`src/rtl/rf_pkg.sv`:
```
// Shared register-file writeback types and widths for the writeback arbiter slice.
package rf_pkg;

  localparam int REG_ADDR_W = 5;
  localparam int DATA_W     = 32;

  localparam logic [REG_ADDR_W-1:0] ZERO_ADDR = {REG_ADDR_W{1'b0}};

  typedef struct packed {
    logic [REG_ADDR_W-1:0] addr;
    logic [DATA_W-1:0]     data;
  } wb_entry_t;

  // Register 0 is hardwired, so writes and pending marks to it are meaningless.
  function automatic logic is_real_reg(input logic [REG_ADDR_W-1:0] a);
    return a != ZERO_ADDR;
  endfunction

endpackage

```
`src/rtl/rf_wb_fifo.sv`:
```
// Small circular buffer holding long-latency results until the RF write port is free.
module rf_wb_fifo
  import rf_pkg::*;
#(
  parameter int DEPTH = 2
) (
  input  logic                         clk,
  input  logic                         reset,
  input  logic                         push,
  input  wb_entry_t                    push_data,
  input  logic                         pop,
  output logic                         full,
  output logic                         empty,
  output wb_entry_t                    head,
  output logic [$clog2(DEPTH):0]       count
);

  localparam int PTR_W = $clog2(DEPTH);
  localparam int CNT_W = PTR_W + 1;
  localparam logic [CNT_W-1:0] DEPTH_C = CNT_W'(DEPTH);

  wb_entry_t        mem_r [DEPTH];
  logic [PTR_W-1:0] rd_ptr_r;
  logic [PTR_W-1:0] wr_ptr_r;
  logic [CNT_W-1:0] count_r;
  logic             do_push_s;
  logic             do_pop_s;

  assign full      = (count_r == DEPTH_C);
  assign empty     = (count_r == {CNT_W{1'b0}});
  assign head      = mem_r[rd_ptr_r];
  assign count     = count_r;
  assign do_push_s = push && !full;
  assign do_pop_s  = pop && !empty;

  // Storage, pointers and occupancy; pointers wrap naturally since DEPTH is a power of two.
  always_ff @(posedge clk or negedge reset) begin
    if (!reset) begin
      for (int i = 0; i < DEPTH; i++) begin
        mem_r[i] <= '{addr: ZERO_ADDR, data: {DATA_W{1'b0}}};
      end
      rd_ptr_r <= {PTR_W{1'b0}};
      wr_ptr_r <= {PTR_W{1'b0}};
      count_r  <= {CNT_W{1'b0}};
    end else begin
      if (do_push_s) begin
        mem_r[wr_ptr_r] <= push_data;
        wr_ptr_r        <= wr_ptr_r + PTR_W'(1);
      end
      if (do_pop_s) begin
        rd_ptr_r <= rd_ptr_r + PTR_W'(1);
      end
      case ({do_push_s, do_pop_s})
        2'b10:   count_r <= count_r + CNT_W'(1);
        2'b01:   count_r <= count_r - CNT_W'(1);
        default: count_r <= count_r;
      endcase
    end
  end

endmodule

```
`src/rtl/rf_wb_arbiter.sv`:
```
// Register-file write-port arbiter: pipeline WB beats buffered long-latency results,
// with a pending scoreboard. Starvation stall is built only when RF_WB_STARVE_EN is defined.
module rf_wb_arbiter
  import rf_pkg::*;
#(
  parameter int BUF_DEPTH    = 2,
  parameter int STARVE_LIMIT = 4
) (
  input  logic                  clk,
  input  logic                  reset,
  input  logic                  wb_wr,
  input  logic [REG_ADDR_W-1:0] wb_addr,
  input  logic [DATA_W-1:0]     wb_data,
  input  logic                  lu_valid,
  input  logic [REG_ADDR_W-1:0] lu_addr,
  input  logic [DATA_W-1:0]     lu_data,
  output logic                  lu_ready,
  input  logic                  issue_valid,
  input  logic [REG_ADDR_W-1:0] issue_addr,
  input  logic [REG_ADDR_W-1:0] rd_addr1,
  input  logic [REG_ADDR_W-1:0] rd_addr2,
  output logic                  hazard_stall,
  output logic                  pipe_stall,
  output logic                  rf_wr,
  output logic [REG_ADDR_W-1:0] rf_addr,
  output logic [DATA_W-1:0]     rf_data
);

  localparam int CNT_W = $clog2(BUF_DEPTH) + 1;
  localparam logic [CNT_W-1:0] DEPTH_C = CNT_W'(BUF_DEPTH);

  logic             lu_ready_r;
  logic [31:0]      pending_r;
  logic [31:0]      pending_nxt_s;
  logic             wb_eff_s;
  logic             push_s;
  logic             fifo_grant_s;
  logic             fifo_full_s;
  logic             fifo_empty_s;
  wb_entry_t        fifo_head_s;
  wb_entry_t        push_entry_s;
  logic [CNT_W-1:0] fifo_count_s;
  logic [CNT_W-1:0] count_nxt_s;
  logic             rf_wr_s;
  logic [REG_ADDR_W-1:0] rf_addr_s;
  logic [DATA_W-1:0]     rf_data_s;

  assign wb_eff_s     = wb_wr && is_real_reg(wb_addr);
  // Zero-address results still complete the handshake; they are simply not buffered.
  assign push_s       = lu_valid && lu_ready_r && is_real_reg(lu_addr) && !fifo_full_s;
  assign fifo_grant_s = !wb_eff_s && !fifo_empty_s;
  assign push_entry_s = '{addr: lu_addr, data: lu_data};

  rf_wb_fifo #(
    .DEPTH (BUF_DEPTH)
  ) u_fifo (
    .clk       (clk),
    .reset     (reset),
    .push      (push_s),
    .push_data (push_entry_s),
    .pop       (fifo_grant_s),
    .full      (fifo_full_s),
    .empty     (fifo_empty_s),
    .head      (fifo_head_s),
    .count     (fifo_count_s)
  );

  // Write-port mux: pipeline writeback first, then buffered head.
  always_comb begin
    rf_wr_s   = 1'b0;
    rf_addr_s = ZERO_ADDR;
    rf_data_s = {DATA_W{1'b0}};
    if (wb_eff_s) begin
      rf_wr_s   = 1'b1;
      rf_addr_s = wb_addr;
      rf_data_s = wb_data;
    end else if (fifo_grant_s) begin
      rf_wr_s   = 1'b1;
      rf_addr_s = fifo_head_s.addr;
      rf_data_s = fifo_head_s.data;
    end else begin
      rf_wr_s   = 1'b0;
    end
  end

  assign rf_wr   = rf_wr_s;
  assign rf_addr = rf_addr_s;
  assign rf_data = rf_data_s;

  // Post-edge occupancy, so lu_ready tracks "not full" without a pop-to-push bypass.
  always_comb begin
    count_nxt_s = fifo_count_s;
    if (push_s) begin
      count_nxt_s = count_nxt_s + CNT_W'(1);
    end else begin
      count_nxt_s = count_nxt_s;
    end
    if (fifo_grant_s) begin
      count_nxt_s = count_nxt_s - CNT_W'(1);
    end else begin
      count_nxt_s = count_nxt_s;
    end
  end

  // Registered ready; low throughout reset.
  always_ff @(posedge clk or negedge reset) begin
    if (!reset) begin
      lu_ready_r <= 1'b0;
    end else begin
      lu_ready_r <= (count_nxt_s != DEPTH_C);
    end
  end

  assign lu_ready = lu_ready_r;

  // Scoreboard update: clear on buffered write, then a same-address issue re-sets it.
  always_comb begin
    pending_nxt_s = pending_r;
    if (fifo_grant_s) begin
      pending_nxt_s[fifo_head_s.addr] = 1'b0;
    end else begin
      pending_nxt_s = pending_nxt_s;
    end
    if (issue_valid && is_real_reg(issue_addr)) begin
      pending_nxt_s[issue_addr] = 1'b1;
    end else begin
      pending_nxt_s = pending_nxt_s;
    end
    pending_nxt_s[0] = 1'b0;
  end

  // Pending-destination register.
  always_ff @(posedge clk or negedge reset) begin
    if (!reset) begin
      pending_r <= 32'h0000_0000;
    end else begin
      pending_r <= pending_nxt_s;
    end
  end

  assign hazard_stall = pending_r[rd_addr1] | pending_r[rd_addr2];

`ifdef RF_WB_STARVE_EN
  localparam int SC_W = $clog2(STARVE_LIMIT + 1);
  localparam logic [SC_W-1:0] LIMIT_C = SC_W'(STARVE_LIMIT);

  logic [SC_W-1:0] starve_r;
  logic [SC_W-1:0] starve_nxt_s;
  logic            pipe_stall_r;

  // Count consecutive cycles the buffered head loses arbitration, saturating.
  always_comb begin
    starve_nxt_s = starve_r;
    if (fifo_empty_s || fifo_grant_s) begin
      starve_nxt_s = {SC_W{1'b0}};
    end else if (starve_r != LIMIT_C) begin
      starve_nxt_s = starve_r + SC_W'(1);
    end else begin
      starve_nxt_s = starve_r;
    end
  end

  // Starvation counter and the registered stall request it drives.
  always_ff @(posedge clk or negedge reset) begin
    if (!reset) begin
      starve_r     <= {SC_W{1'b0}};
      pipe_stall_r <= 1'b0;
    end else begin
      starve_r     <= starve_nxt_s;
      pipe_stall_r <= (starve_nxt_s == LIMIT_C);
    end
  end

  assign pipe_stall = pipe_stall_r;
`else
  assign pipe_stall = 1'b0;
`endif

endmodule
```
`config.mk`:
```
export PLATFORM = sky130hd
export DESIGN_NAME = rf_wb_arbiter
export DESIGN_NICKNAME = d
export VERILOG_FILES = /design/src/rtl/rf_pkg.sv /design/src/rtl/rf_wb_fifo.sv /design/src/rtl/rf_wb_arbiter.sv
export SDC_FILE = /design/constraint.sdc
export NUM_CORES = 1
export LEC_CHECK = 0
export BUFFER_PORTS_ARGS = -buffer_cell sky130_fd_sc_hd__buf_2
export CAP_MARGIN = 25
export CORE_MARGIN = 2
export CORE_UTILIZATION = 35
export CTS_CLUSTER_SIZE = 8
export DETAILED_ROUTE_END_ITERATION = 8
export GPL_ROUTABILITY_DRIVEN = 1
export HOLD_SLACK_MARGIN = 0.1
export PLACE_DENSITY = 0.57
export SLEW_MARGIN = 20
export SYNTH_ARGS = -nofsm -noshare
export SYNTH_HDL_FRONTEND = slang
export SYNTH_SLANG_ARGS = --single-unit
export TNS_END_PERCENT = 50
```
`constraint.sdc`:
```
create_clock -name clk -period 2.8 [get_ports clk]
set_input_delay 0.14 -clock clk [delete_from_list [all_inputs] [get_ports clk]]
set_output_delay 0.14 -clock clk [all_outputs]
set_load 0.01 [all_outputs]
```
### Word level (Yosys, flattened, before mapping)

Index checks and enable logic that the tools add are counted.

| storage, ports and cells | value |
|---|---|
| register bits after elaboration | 110 |
| input bits | 94 |
| output and inout bits | 41 |
| word-level logic and storage cells | 77 |

| operators by class | value |
|---|---|
| $add $sub $neg | 5 |
| $lt $le $gt $ge | 9 |
| equality and inequality tests | 4 |
| mux-type cells | 25 |
| bitwise operators | 6 |
| reductions and logical operators | 19 |

Operators by type and width:

| kind | count |
|---|---|
| $mux W37 | 4 |
| $mux W32 | 4 |
| $bwmux W74 | 1 |
| $demux W37 S1 | 1 |
| $and A32 B32 Y32 | 1 |
| $not A32 Y32 | 1 |
| $or A32 B32 Y32 | 1 |
| $lt A5 B6 Y1 const B | 4 |
| $reduce_bool A5 Y1 | 3 |
| $logic_and A1 B1 Y1 | 11 |
| $bmux W1 S5 | 2 |
| $demux W1 S5 | 2 |
| $ge A5 B1 Y1 const B | 2 |
| $mux W5 | 2 |
| $mux W1 | 6 |
| $eq A2 B2 Y1 const B | 2 |
| $ge A2 B2 Y1 const B | 2 |
| $mux W2 | 2 |
| $not A1 Y2 | 2 |
| $pmux W2 S2 | 1 |
| $sub A2 B1 Y2 const B | 2 |
| $logic_not A1 Y1 | 3 |
| $add A1 B1 Y1 const B | 2 |
| $add A2 B1 Y2 const B | 1 |
| other kinds (6) | 6 |

### Depth between registers and ports, before layout

Gate-level depths: netlist (run 1).

| depth | value |
|---|---|
| word-level depth | 13 |
| depth in mapped cells | 8 |
| depth with buffers taken out | 8 |

### Cells and area by module

Synthesis (run 1) repeated with hierarchy kept, for this count alone.

| second synthesis, totals | value |
|---|---|
| cells, all modules | 546 |
| area, all modules | 6203.4 um^2 |

Modules (own cells, without submodules):

| module | times used | cells each | area an instance (um^2) |
|---|---|---|---|
| rf_wb_fifo | 1 | 215 | 3597.2 |
| rf_wb_arbiter | 1 | 331 | 2606.2 |

### Worst setup path before layout (run 1)

Ideal clock, no wire load.

| timing | value |
|---|---|
| path type | register to register |
| start | register u_fifo.count_r[0] (netlist: u_fifo.count[0]) |
| end | register u_fifo.mem_r[38] in the netlist's numbering |
| arrival | 1986 ps |
| required time | 2675 ps |
| slack | 689 ps |
| stages on the path, launching flop included | 9 |
| period minus slack after synthesis | 2111 ps |
| cells stage by stage | dfrtp_1 -> inv_1 -> ha_1 -> nor2_1 -> o21a_1 -> inv_1 -> nor2_1 -> buf_2 -> mux2_2 |

| on the way | value |
|---|---|
| longest elaborated chain between the ends | 4 |

Ends and longest elaborated chain:

| item | line | RTL |
|---|---|---|
| start: declaration | rf_wb_fifo.sv:25 | `logic [CNT_W-1:0] count_r;` |
| start signal: assignment | rf_wb_fifo.sv:44 | `count_r <= {CNT_W{1'b0}};` |
| start signal: assignment | rf_wb_fifo.sv:54 | `2'b10: count_r <= count_r + CNT_W'(1);` |
| start signal: assignment | rf_wb_fifo.sv:55 | `2'b01: count_r <= count_r - CNT_W'(1);` |
| $eq A2 B2 Y1 (*) | rf_wb_fifo.sv:29 | `assign full = (count_r == DEPTH_C);` |
| $logic_not A1 Y1 (*) | rf_wb_fifo.sv:33, rf_wb_arbiter.sv:50 |  |
| $logic_and A1 B1 Y1 | rf_wb_arbiter.sv:50 | `assign push_s = lu_valid && lu_ready_r && is_real_reg(lu_addr) && !fifo_full_s;` |
| $logic_and A1 B1 Y1 (*) | rf_wb_fifo.sv:33 | `assign do_push_s = push && !full;` |
| end signal: indexed assignment | rf_wb_fifo.sv:40 | `mem_r[i] <= '{addr: ZERO_ADDR, data: {DATA_W{1'b0}}};` |
| end signal: indexed assignment | rf_wb_fifo.sv:47 | `mem_r[wr_ptr_r] <= push_data;` |
| end: declaration | rf_wb_fifo.sv:22 | `wb_entry_t mem_r [DEPTH];` |

Every way passes the cells marked *; elsewhere a longest branch is shown, timed or not.
A chain may end at the register's enable or synchronous reset.

### Worst setup path in the final report (run 1)

| timing | value |
|---|---|
| start | register u_fifo.count_r[0] (netlist: u_fifo.count[0]) |
| end | register pending_r[2] |

| on the way | value |
|---|---|
| longest elaborated chain between the ends | 6 |

Ends and longest elaborated chain:

| item | line | RTL |
|---|---|---|
| $logic_not A2 Y1 (*) | rf_wb_fifo.sv:30 | `assign empty = (count_r == {CNT_W{1'b0}});` |
| $logic_not A1 Y1 (*) | rf_wb_arbiter.sv:51 | `assign fifo_grant_s = !wb_eff_s && !fifo_empty_s;` |
| $logic_and A1 B1 Y1 (*) | rf_wb_arbiter.sv:51 |  |
| $mux W32 (*) | rf_wb_arbiter.sv:119 | `if (fifo_grant_s) begin` |
| $or A32 B32 Y32 (no source line) | - |  |
| $mux W32 (*) | rf_wb_arbiter.sv:124 | `if (issue_valid && is_real_reg(issue_addr)) begin` |
| net pending_nxt_s[2] | rf_wb_arbiter.sv:34 | `logic [31:0] pending_nxt_s;` |
| end signal: assignment | rf_wb_arbiter.sv:137 | `pending_r <= pending_nxt_s;` |
| end: declaration | rf_wb_arbiter.sv:33 | `logic [31:0] pending_r;` |

Mark *: on every way through the listed nets, which the timed path passes. The rest lies on a longest branch.

==> results of run 1 <==
repair_timing:
action,CTS,global route
hold buffers,42,0
buffers inserted,0,0
hold endpoints to repair,135,0
routing by layer:
metal	vias to the layer above	wire length [um]
met3	15	915
li1	2207	-
met4	0	170
met1	2332	6400
met5	-	0
met2	157	7030
worst max-delay path, cell delays in order (launching register included):
cell and delay, ps:
dfrtp_1 400, inv_1 90, ha_1 460, or4_4 700, o21ai_1 160, o41ai_1 80, dlygate4sd3_1 560
layout make-up:
cell class / instances / area (um^2)
fill: 1559 / 8990
multi-input combinational: 363 / 2900
sequential: 110 / 2750
timing repair buffer: 181 / 1170
tap: 220 / 275
clock buffer: 10 / 239
clock inverter: 6 / 45.0
inverter: 8 / 30.0
Yosys cell counts (2+ instances only):
cell | n | share of area [%]
nand3_1 | 6 | 0.52
xnor2_1 | 4 | 0.60
ha_1 | 3 | 0.65
a22o_1 | 3 | 0.45
o31ai_1 | 37 | 4.8
nand3b_1 | 3 | 0.39
o21ai_1 | 14 | 1.2
or4_1 | 2 | 0.26
o22ai_1 | 3 | 0.32
and3_1 | 2 | 0.22
nand2b_1 | 6 | 0.65
nand4_1 | 6 | 0.65
or4_4 | 2 | 0.39
o32ai_1 | 2 | 0.30
mux2_2 | 74 | 14
o211ai_1 | 2 | 0.26
o21ai_0 | 45 | 3.9
mux2_1 | 4 | 0.78
nor2_1 | 8 | 0.52
buf_2 | 9 | 0.78
dfrtp_1 | 110 | 47
mux4_2 | 12 | 4.7
nor2b_1 | 5 | 0.54
nand2_1 | 59 | 3.8
mux2i_1 | 43 | 7.4
a21oi_1 | 6 | 0.52
a32o_1 | 2 | 0.35
o21a_1 | 2 | 0.26
clkbuf_1 | 17 | 1.1
inv_1 | 8 | 0.52
cell families (layout without fill, tap and decap cells):
kind of cell               Yosys count  after routing  share of synthesized area [%]
xor gates and xnor gates             5              5                          0.755
and+or+nand+nor                    103            103                           8.48
adders and majority gates            3              3                          0.647
buffers and inverters               36            205                           2.72
DFF                                110            110                           47.5
other                                1              1                         0.0647
AOI/OAI and AO/OA                  118            118                           12.6
muxes                              133            133                           27.2
power breakdown:
group          total (mW)  internal [mW]  switching [mW]  leakage (nW)
Clock                1.22          0.633           0.584         0.132
Sequential           2.98           2.40           0.578          1.31
Combinational        3.21           1.64            1.56          1.84
how the worst max path moves through the flow:
stage / end / slack, ps / cells after the start
after floorplan: u_fifo.mem_r[38] / 690 / 8
after global placement: pending_r[6] / 610 / 6
after detailed placement: pending_r[2] / 600 / 6
after CTS: pending_r[2] / 210 / 6
after global routing: pending_r[2] / 100 / 6
final: pending_r[2] / 220 / 6
sequential cells by signal (all words and copies together), names as in the netlist:
name,flops
lu_ready,1
u_fifo.mem_r,74
u_fifo.count,2
u_fifo.rd_ptr_r,1
pending_r,31
u_fifo.wr_ptr_r,1
stage by stage:
| step | total power, mW | cells | utilization (%) | hold WS (ps) | setup WS, ps |
|---|---|---|---|---|---|
| after CTS | 7.48 | 898 | 45.2 | 103 | 214 |
| after global routing | 7.95 | 898 | 45.2 | 107 | 99.2 |
| after floorplan | 5.14 | 509 | - | -156 | 689 |
| after detailed placement | 6.19 | 840 | 40.9 | 272 | 597 |
| final | 7.41 | 898 | 45.2 | 116 | 224 |
| after global placement | 6.05 | 840 | 40.9 | 262 | 611 |
==> flow_metrics.py, run 1 <==
metrics = {
    "status": {
        "run_status": "finished clean",
    },
    "setup_path": {
        "crit_path_end_kind": "register",
        "cp.required_ps": 3030,
        "startpoint_type": "register",
        "r2r-end": "pending_r[2]",
        "crit_type": "reg2reg",
        "reg2reg_from": "u_fifo.count[0]",
        "ff2ff_setup_slack_ps": 220,
        "crit_path_max_fanout": 16,
        "r2r_cells": 6,
        "cp-startpoint": "u_fifo.count[0]",
        "critical_path_arrival_ps": 2810,
    },
    "global_routing": {
        "grt_pass1_vias": 4769,
        "grt.busiest_layer": "met2",
        "grtUsageMet2_pct": 28.5,
        "antenna_found_initial": 0,
        "grt-ovfl-total": 0,
        "grt_max_degree": 62,
        "grt_use_met3_pct": 3.37,
        "grt_use_total_pct": 16.8,
        "grt_pass1_wl_mm": 23.9,
        "met1_usage_pct": 21.2,
    },
    "sta": {
        "fin_worst_skew_ps": 6.58,
        "relSlewSlack_pct": 48.0,
        "final.setup.tns_ps": 0,
        "worstMarginPinSlew_ps": 781,
        "finalHoldViolCount": 0,
        "fmax_mhz": 388,
        "setup_viol": 0,
        "final_max_slew_viol_count": 0,
        "period_needed_ps": 2580,
        "period_share_pct": 92.0,
        "grt_setup_unrepaired": "no",
    },
    "clock_tree": {
        "clk_pin_slew_ps": 70,
        "clock_latency_ps": 340,
        "cts_buffers": 9,
        "cts_tree": "yes",
        "clock-root-buffer": "clkbuf_16",
        "cts-htree-levels": 3,
        "cts_resized": 0,
        "clockBufferDepth": 2,
        "cts_sinks": 110,
    },
    "placed_design": {
        "routabilityCongestion": 0.837,
        "io_buffers": 133,
        "place_hpwl_mm": 10.6,
        "dpl_cell_area_um2": 6710,
    },
    "run": {
        "drv_cap": 0,
    },
    "power": {
        "leakage_nw": 3.28,
        "ir_drop_v": 0.000415,
        "powerDensity_nw_per_um2": 999,
    },
    "floorplan": {
        "core_area_um2": 16400,
        "start_util_pct": 35.3,
        "fp.dieH_um": 133,
        "rows": 47,
        "die_area_um2": 17600,
        "num_io_pins": 135,
        "die_w_um": 133,
    },
    "routing": {
        "vias_per_cell": 5.25,
        "drtAntennaViolNets": 0,
        "dr.first_iter.drc_count": 160,
        "drc": 0,
        "dr.pass1.iters": 4,
        "wl_mm": 14.5,
        "wl_per_cell_um": 16.2,
        "vias": 4711,
    },
    "synthesis": {
        "syn_area_um2": 5800,
        "avgSynthCellArea_um2": 11.4,
        "netlist_instances": 509,
        "yosys_register_bits": 110,
        "synth.yosys.warnings": 0,
        "ys_seq_area_share_pct": 47.5,
        "synth_cell_type_count": 40,
        "synthFlopType": "dfrtp_1",
        "synthArstFlopShare_pct": 100,
        "synth_edf_count": 0,
        "synth_nets": 606,
    },
    "worst_hold_path": {
        "hold_path_class": "in2reg",
        "hold_depth": 2,
        "min_from": "lu_addr[3]",
        "holdPathEnd": "u_fifo.mem_r[72]",
    },
    "cells_and_area": {
        "antenna_cells": 0,
        "most-common-layout-cells": "buf_2 (132), dfrtp_1 (109), mux2_2 (74)",
        "final_area_um2": 7410,
        "final_nets": 770,
        "mostFrequentLayoutCell": "buf_2",
        "area_growth_pct": 27.9,
        "drive_gt1_share_pct": 36.7,
    },
}
Note: power is estimated with default switching activity, not from simulation.
==> inputs of run 2 (changes only) <==
--- a/config.mk
+++ b/config.mk
@@ -14,6 +14,7 @@
 export GPL_ROUTABILITY_DRIVEN = 1
 export HOLD_SLACK_MARGIN = 0.1
 export PLACE_DENSITY = 0.57
+export SETUP_SLACK_MARGIN = 0.5
 export SLEW_MARGIN = 20
 export SYNTH_ARGS = -nofsm -noshare
 export SYNTH_HDL_FRONTEND = slang
==> run 2 against run 1 <==
Net effect: hold slack gained 0.59 ps; design area hardly changed; wire length is essentially flat; global-route usage barely moved; register-to-register slack better by 550 ps; first-iteration DRC count rose by 4.4%; worst setup slack gained 440 ps.
==> flow_metrics.py, run 2 (synthesis results as in run 1) <==
metrics = {
    "floorplan": {
        "fp.dieH_um": 133,
        "die_area_um2": 17600,
        "core_area_um2": 16400,
        "num_io_pins": 135,
        "die_w_um": 133,
        "rows": 47,
        "start_util_pct": 35.3,
    },
    "power": {
        "pwr-share-seq_pct": 40.3,
        "combPwrFrac_pct": 43.3,
        "intPower_mw": 4.68,
        "p_switching_mw": 2.73,
        "ir_drop_v": 0.000419,
        "leakage_nw": 3.28,
        "pwr-share-clk_pct": 16.4,
        "swShare_pct": 36.8,
        "power_mw": 7.41,
        "powerDensity_nw_per_um2": 998,
    },
    "worst_hold_path": {
        "hold_path_class": "in2reg",
        "min_from": "lu_addr[3]",
        "holdPathEnd": "u_fifo.mem_r[72]",
        "hold_depth": 2,
    },
    "cells_and_area": {
        "mostFrequentLayoutCell": "buf_2",
        "drive_gt1_share_pct": 36.9,
        "final_util_pct": 45.2,
        "final-seq-area_um2": 2750,
        "largest_register": "u_fifo.mem_r",
        "area_growth_pct": 28.0,
        "multi_input_area_um2": 2900,
        "antenna_cells": 0,
        "final_area_um2": 7420,
        "fillers": 1558,
        "largest_reg_flops": 74,
        "most-common-layout-cells": "buf_2 (132), dfrtp_1 (109), mux2_2 (74)",
        "final_nets": 770,
    },
    "routing": {
        "wl_met1_mm": 6.43,
        "wl_met3_um": 904,
        "wl_per_cell_um": 16.2,
        "wl_mm": 14.5,
        "vias_per_cell": 5.23,
        "top_layer_used": "met4",
        "drtAntennaViolNets": 0,
        "dr.pass1.iters": 4,
        "vias": 4701,
        "drc": 0,
        "dr_wl_met2_mm": 7.01,
        "dr.first_iter.drc_count": 167,
    },
    "setup_path": {
        "crit_path_max_fanout": 30,
        "crit_family": "flip-flops",
        "cp.required_ps": 2660,
        "cp_cell_sequence": "buf_6 -> mux2i_1 -> o31ai_1 -> buf_2",
        "r2r_cells": 4,
        "slowest_stage": "dfrtp_2",
        "ff2ff_setup_slack_ps": 770,
        "crit_type": "reg2out",
        "cp.buffers_inverters": 2,
        "startpoint_type": "register",
        "max_stage_delay_ps": 610,
        "r2r-end": "pending_r[9]",
        "critical_path_arrival_ps": 2000,
        "crit_path_end_kind": "primary output",
        "reg2reg_from": "u_fifo.rd_ptr_r",
    },
    "sta": {
        "final_max_slew_viol_count": 0,
        "relSlewSlack_pct": 47.6,
        "setup_viol": 0,
        "finalHoldViolCount": 0,
        "final.setup.tns_ps": 0,
        "setup_ws_ps": 661,
        "fin_worst_skew_ps": 6.93,
        "worstMarginPinSlew_ps": 786,
        "period_share_pct": 76.4,
        "grt_setup_unrepaired": "no",
        "fmax_mhz": 468,
        "period_needed_ps": 2140,
    },
    "clock_tree": {
        "clock_latency_ps": 350,
        "cts_sinks": 110,
        "clk_pin_slew_ps": 70,
        "clock-root-buffer": "clkbuf_16",
        "clockBufferDepth": 2,
        "cts-htree-levels": 3,
        "post_cts_buffers": 0,
        "cts_buffers": 9,
        "cts_tree": "yes",
    },
    "placed_design": {
        "dpl_cell_area_um2": 6710,
        "routabilityCongestion": 0.837,
        "dpl_worst_slack_ps": 597,
        "place_hpwl_mm": 10.6,
        "io_buffers": 133,
    },
    "global_routing": {
        "grt-ovfl-total": 0,
        "grt_max_degree": 62,
        "grt_pass1_vias": 4763,
        "grt_pass1_wl_mm": 23.8,
        "grt_use_total_pct": 16.8,
        "antenna_found_initial": 0,
    },
    "run": {
        "drv_cap": 0,
    },
    "status": {
        "run_status": "finished clean",
    },
}
## run 2: metal layers
layer	global-route usage (%)	vias up
met1	21.3	2322
met3	3.33	15
met4	6.57	0
met2	28.4	158
met5	0	-
li1	-	2206
## run 2: cell type report
type                            count  share of cell area, %
Clock inverter                      6                  0.607
Tap cell                          220                   3.71
Timing Repair Buffer              181                   15.8
Clock buffer                       10                   3.22
Sequential cell                   110                   37.1
Inverter                            8                  0.405
Multi-Input combinational cell    363                   39.1
## run 2: what timing repair did
item | 4_1_cts | 5_1_grt
hold endpoints to repair | 135 | 0
setup endpoints to repair | 26 | 0
gates resized for setup | 2 | 0
hold buffers | 42 | 0
## run 2: power groups by stage
stage	Combinational (mW)	Sequential (mW)	Clock, mW
2_1_floorplan	2.38	2.75	0
3_3_place_gp	3.10	2.95	0
3_5_place_dp	3.19	3.01	0
4_1_cts	3.25	2.98	1.25
5_1_grt	3.53	3.10	1.31
6_report	3.21	2.98	1.22
## run 2: how the worst max path moves through the flow
stage,start,endpoint,cells past startpoint
floorplan,u_fifo.count[0],u_fifo.mem_r[38],8
global placement,wb_addr[0],pending_r[6],6
detailed placement,wb_addr[0],pending_r[2],6
CTS,u_fifo.rd_ptr_r,rf_data[0],4
global route,wb_addr[0],rf_data[15],6
finish,u_fifo.rd_ptr_r,rf_data[0],4
## run 2: metrics by stage
step | hold slack [ps] | std cells
after CTS | 103 | 898
after global placement | 262 | 840
after detailed placement | 272 | 840
after global routing | 107 | 898
final | 116 | 898
after floorplan | -156 | 509
==> inputs of run 3 (changes only) <==
--- a/config.mk
+++ b/config.mk
@@ -13,7 +13,7 @@
 export DETAILED_ROUTE_END_ITERATION = 8
 export GPL_ROUTABILITY_DRIVEN = 1
 export HOLD_SLACK_MARGIN = 0.1
-export PLACE_DENSITY = 0.57
+export PLACE_DENSITY = 0.59
 export SETUP_SLACK_MARGIN = 0.5
 export SLEW_MARGIN = 20
 export SYNTH_ARGS = -nofsm -noshare
==> constraint.sdc (replaced) <==
create_clock -name clk -period 1.7 [get_ports clk]
set_input_delay 0.085 -clock clk [delete_from_list [all_inputs] [get_ports clk]]
set_output_delay 0.085 -clock clk [all_outputs]
set_load 0.01 [all_outputs]
==> run 3 against run 2 <==
Net effect: the flow now finishes with violations (negative setup slack); flip-flop and latch count stayed put; utilization is 17 points higher; register-to-register slack worse by 990 ps; global-route usage is 4.7 points higher.
==> flow_metrics.py, run 3 (synthesis results as in run 1) <==
metrics = {
    "setup_path": {
        "crit_type": "reg2out",
        "crit_path_end_kind": "primary output",
        "cp.buffers_inverters": 1,
        "cp.required_ps": 1620,
        "slowest_stage": "mux4_2",
        "reg2reg_from": "u_fifo.count[1]",
        "crit_path_max_fanout": 3,
        "crit_cells": 5,
        "crit_path_end": "hazard_stall",
        "r2r_cells": 10,
        "r2r-end": "u_fifo.mem_r[50]",
        "crit_family": "multiplexers",
        "ff2ff_setup_slack_ps": -220,
        "max_stage_delay_ps": 480,
        "cp-startpoint": "pending_r[26]",
        "startpoint_type": "register",
        "critical_path_arrival_ps": 1880,
        "cp_cell_sequence": "mux4_2 -> a22o_1 -> a211oi_2 -> nand4_1 -> buf_2",
    },
    "global_routing": {
        "grt.busiest_layer": "met2",
        "met1_usage_pct": 27.6,
        "grt_pass1_vias": 5464,
        "grt_pass1_wl_mm": 29.8,
        "grt_max_degree": 39,
        "antenna_found_initial": 1,
        "grtUsageMet2_pct": 37.9,
        "grt-ovfl-total": 0,
        "grt_use_total_pct": 21.6,
        "grt_use_met3_pct": 3.30,
    },
    "clock_tree": {
        "cts_buffers": 9,
        "cts-htree-levels": 3,
        "clock-root-buffer": "clkbuf_16",
        "clock_latency_ps": 350,
        "clk_pin_slew_ps": 70,
        "cts_sinks": 110,
        "cts_tree": "yes",
        "clockBufferDepth": 2,
    },
    "cells_and_area": {
        "most-common-layout-cells": "buf_2 (128), dfrtp_1 (109), mux2_4 (49)",
        "largest_reg_flops": 74,
        "area_growth_pct": 75.2,
        "fillers": 1277,
        "antenna_cells": 0,
        "largest_register": "u_fifo.mem_r",
        "mostFrequentLayoutCell": "buf_2",
        "multi_input_area_um2": 4080,
        "drive_gt1_share_pct": 59.6,
        "final_nets": 871,
        "final-seq-area_um2": 2750,
    },
    "routing": {
        "dr.pass1.iters": 5,
        "vias": 5268,
        "drc": 0,
        "wl_mm": 19.1,
        "dr.first_iter.drc_count": 237,
        "drtAntennaViolNets": 0,
        "vias_per_cell": 5.27,
        "wl_per_cell_um": 19.1,
    },
    "floorplan": {
        "core_area_um2": 16400,
        "fp.dieH_um": 133,
        "num_io_pins": 135,
        "start_util_pct": 35.3,
        "rows": 47,
        "die_w_um": 133,
        "die_area_um2": 17600,
    },
    "placed_design": {
        "routabilityCongestion": 0.905,
        "io_buffers": 133,
        "dpl_worst_slack_ps": -236,
        "place_hpwl_mm": 11.9,
    },
    "sta": {
        "final.setup.tns_ps": -14030,
        "period_share_pct": 116,
        "final_max_slew_viol_count": 0,
        "grt_setup_unrepaired": "yes",
        "period_needed_ps": 1970,
        "setup_ws_ps": -270,
        "setup_viol": 94,
        "fmax_mhz": 508,
        "fin_worst_skew_ps": 8.39,
        "finalHoldViolCount": 0,
        "holdWs_ps": 145,
    },
    "worst_hold_path": {
        "hold_path_class": "in2reg",
        "min_from": "issue_addr[3]",
    },
    "status": {
        "run_status": "complete, but fails checks",
        "violations": "negative setup slack",
    },
    "power": {
        "powerDensity_nw_per_um2": 1760,
        "leakage_nw": 4.51,
        "ir_drop_v": 0.000868,
    },
    "run": {
        "drv_cap": 0,
    },
}
==> run 3: cell count changes in the layout (fill, tap and decap cells not counted), sizes merged <==
cell and delta:
bufbuf +1, clkinv +2, clkinvlp -1, dlygate4sd3 +2, inv -2, buf +97, clkbuf +2
==> run 3: worst reg2reg max path: cells and delay by family, from the launching register on <==
family                   cells  cell delay, ps
buffers and inverters        5             560
AO/OA/AOI/OAI                1             190
multiplexers                 1             290
AND/OR/NAND/NOR              2             220
flip-flops                   1             400
adder cells (fa/ha/maj)      1             150
==> run 3: power by group <==
group	total (mW)	internal, mW	leakage, nW	switching [mW]
combinational	10.7	6.23	3.07	4.52
clock	2.04	1.07	0.138	0.964
sequential	5.08	3.97	1.31	1.12
total	17.9	11.3	4.51	6.60
==> run 3: cell type report <==
type / count / area share, %
clock buffer: 11 / 2.49
clock inverter: 5 / 0.333
inverter: 8 / 0.320
multi-input combinational: 363 / 40.1
sequential: 110 / 27.1
tap: 220 / 2.71
timing repair buffer: 282 / 26.9
==> run 3: per-layer routing <==
metal | routed length, um | share of wire [%] | vias up
li1 | - | - | 2441
met1 | 8050 | 42 | 2647
met2 | 9980 | 52 | 156
met3 | 772 | 4.0 | 24
met4 | 319 | 1.7 | 0
met5 | 0 | 0 | -
==> run 3: stage by stage <==
stage	utilization, %	instance area, um^2	instances	total power, mW
finish	61.9	10200	999	17.9
global route	61.9	10200	999	18.8
CTS	59.9	9820	983	17.0
detailed placement	47.8	7840	877	12.0
global placement	47.8	7840	877	11.7
floorplan	-	6740	509	9.88
==> run 3: what timing repair did <==
action,4_1_cts,5_1_grt
hold buffers,44,0
gates resized for setup,128,49
setup endpoints to repair,149,149
pin swaps,44,29
hold endpoints to repair,187,0
gates cloned,15,1
setup buffers,31,15
==> run 3: how the worst min path moves through the flow <==
stage,cells after the start,to,slack (ps)
after global routing,4,pending_r[1],150
after detailed placement,1,u_fifo.mem_r[38],9
final,4,pending_r[1],150
after global placement,1,u_fifo.mem_r[38],10
after floorplan,0,lu_ready,-210
after CTS,4,pending_r[1],120
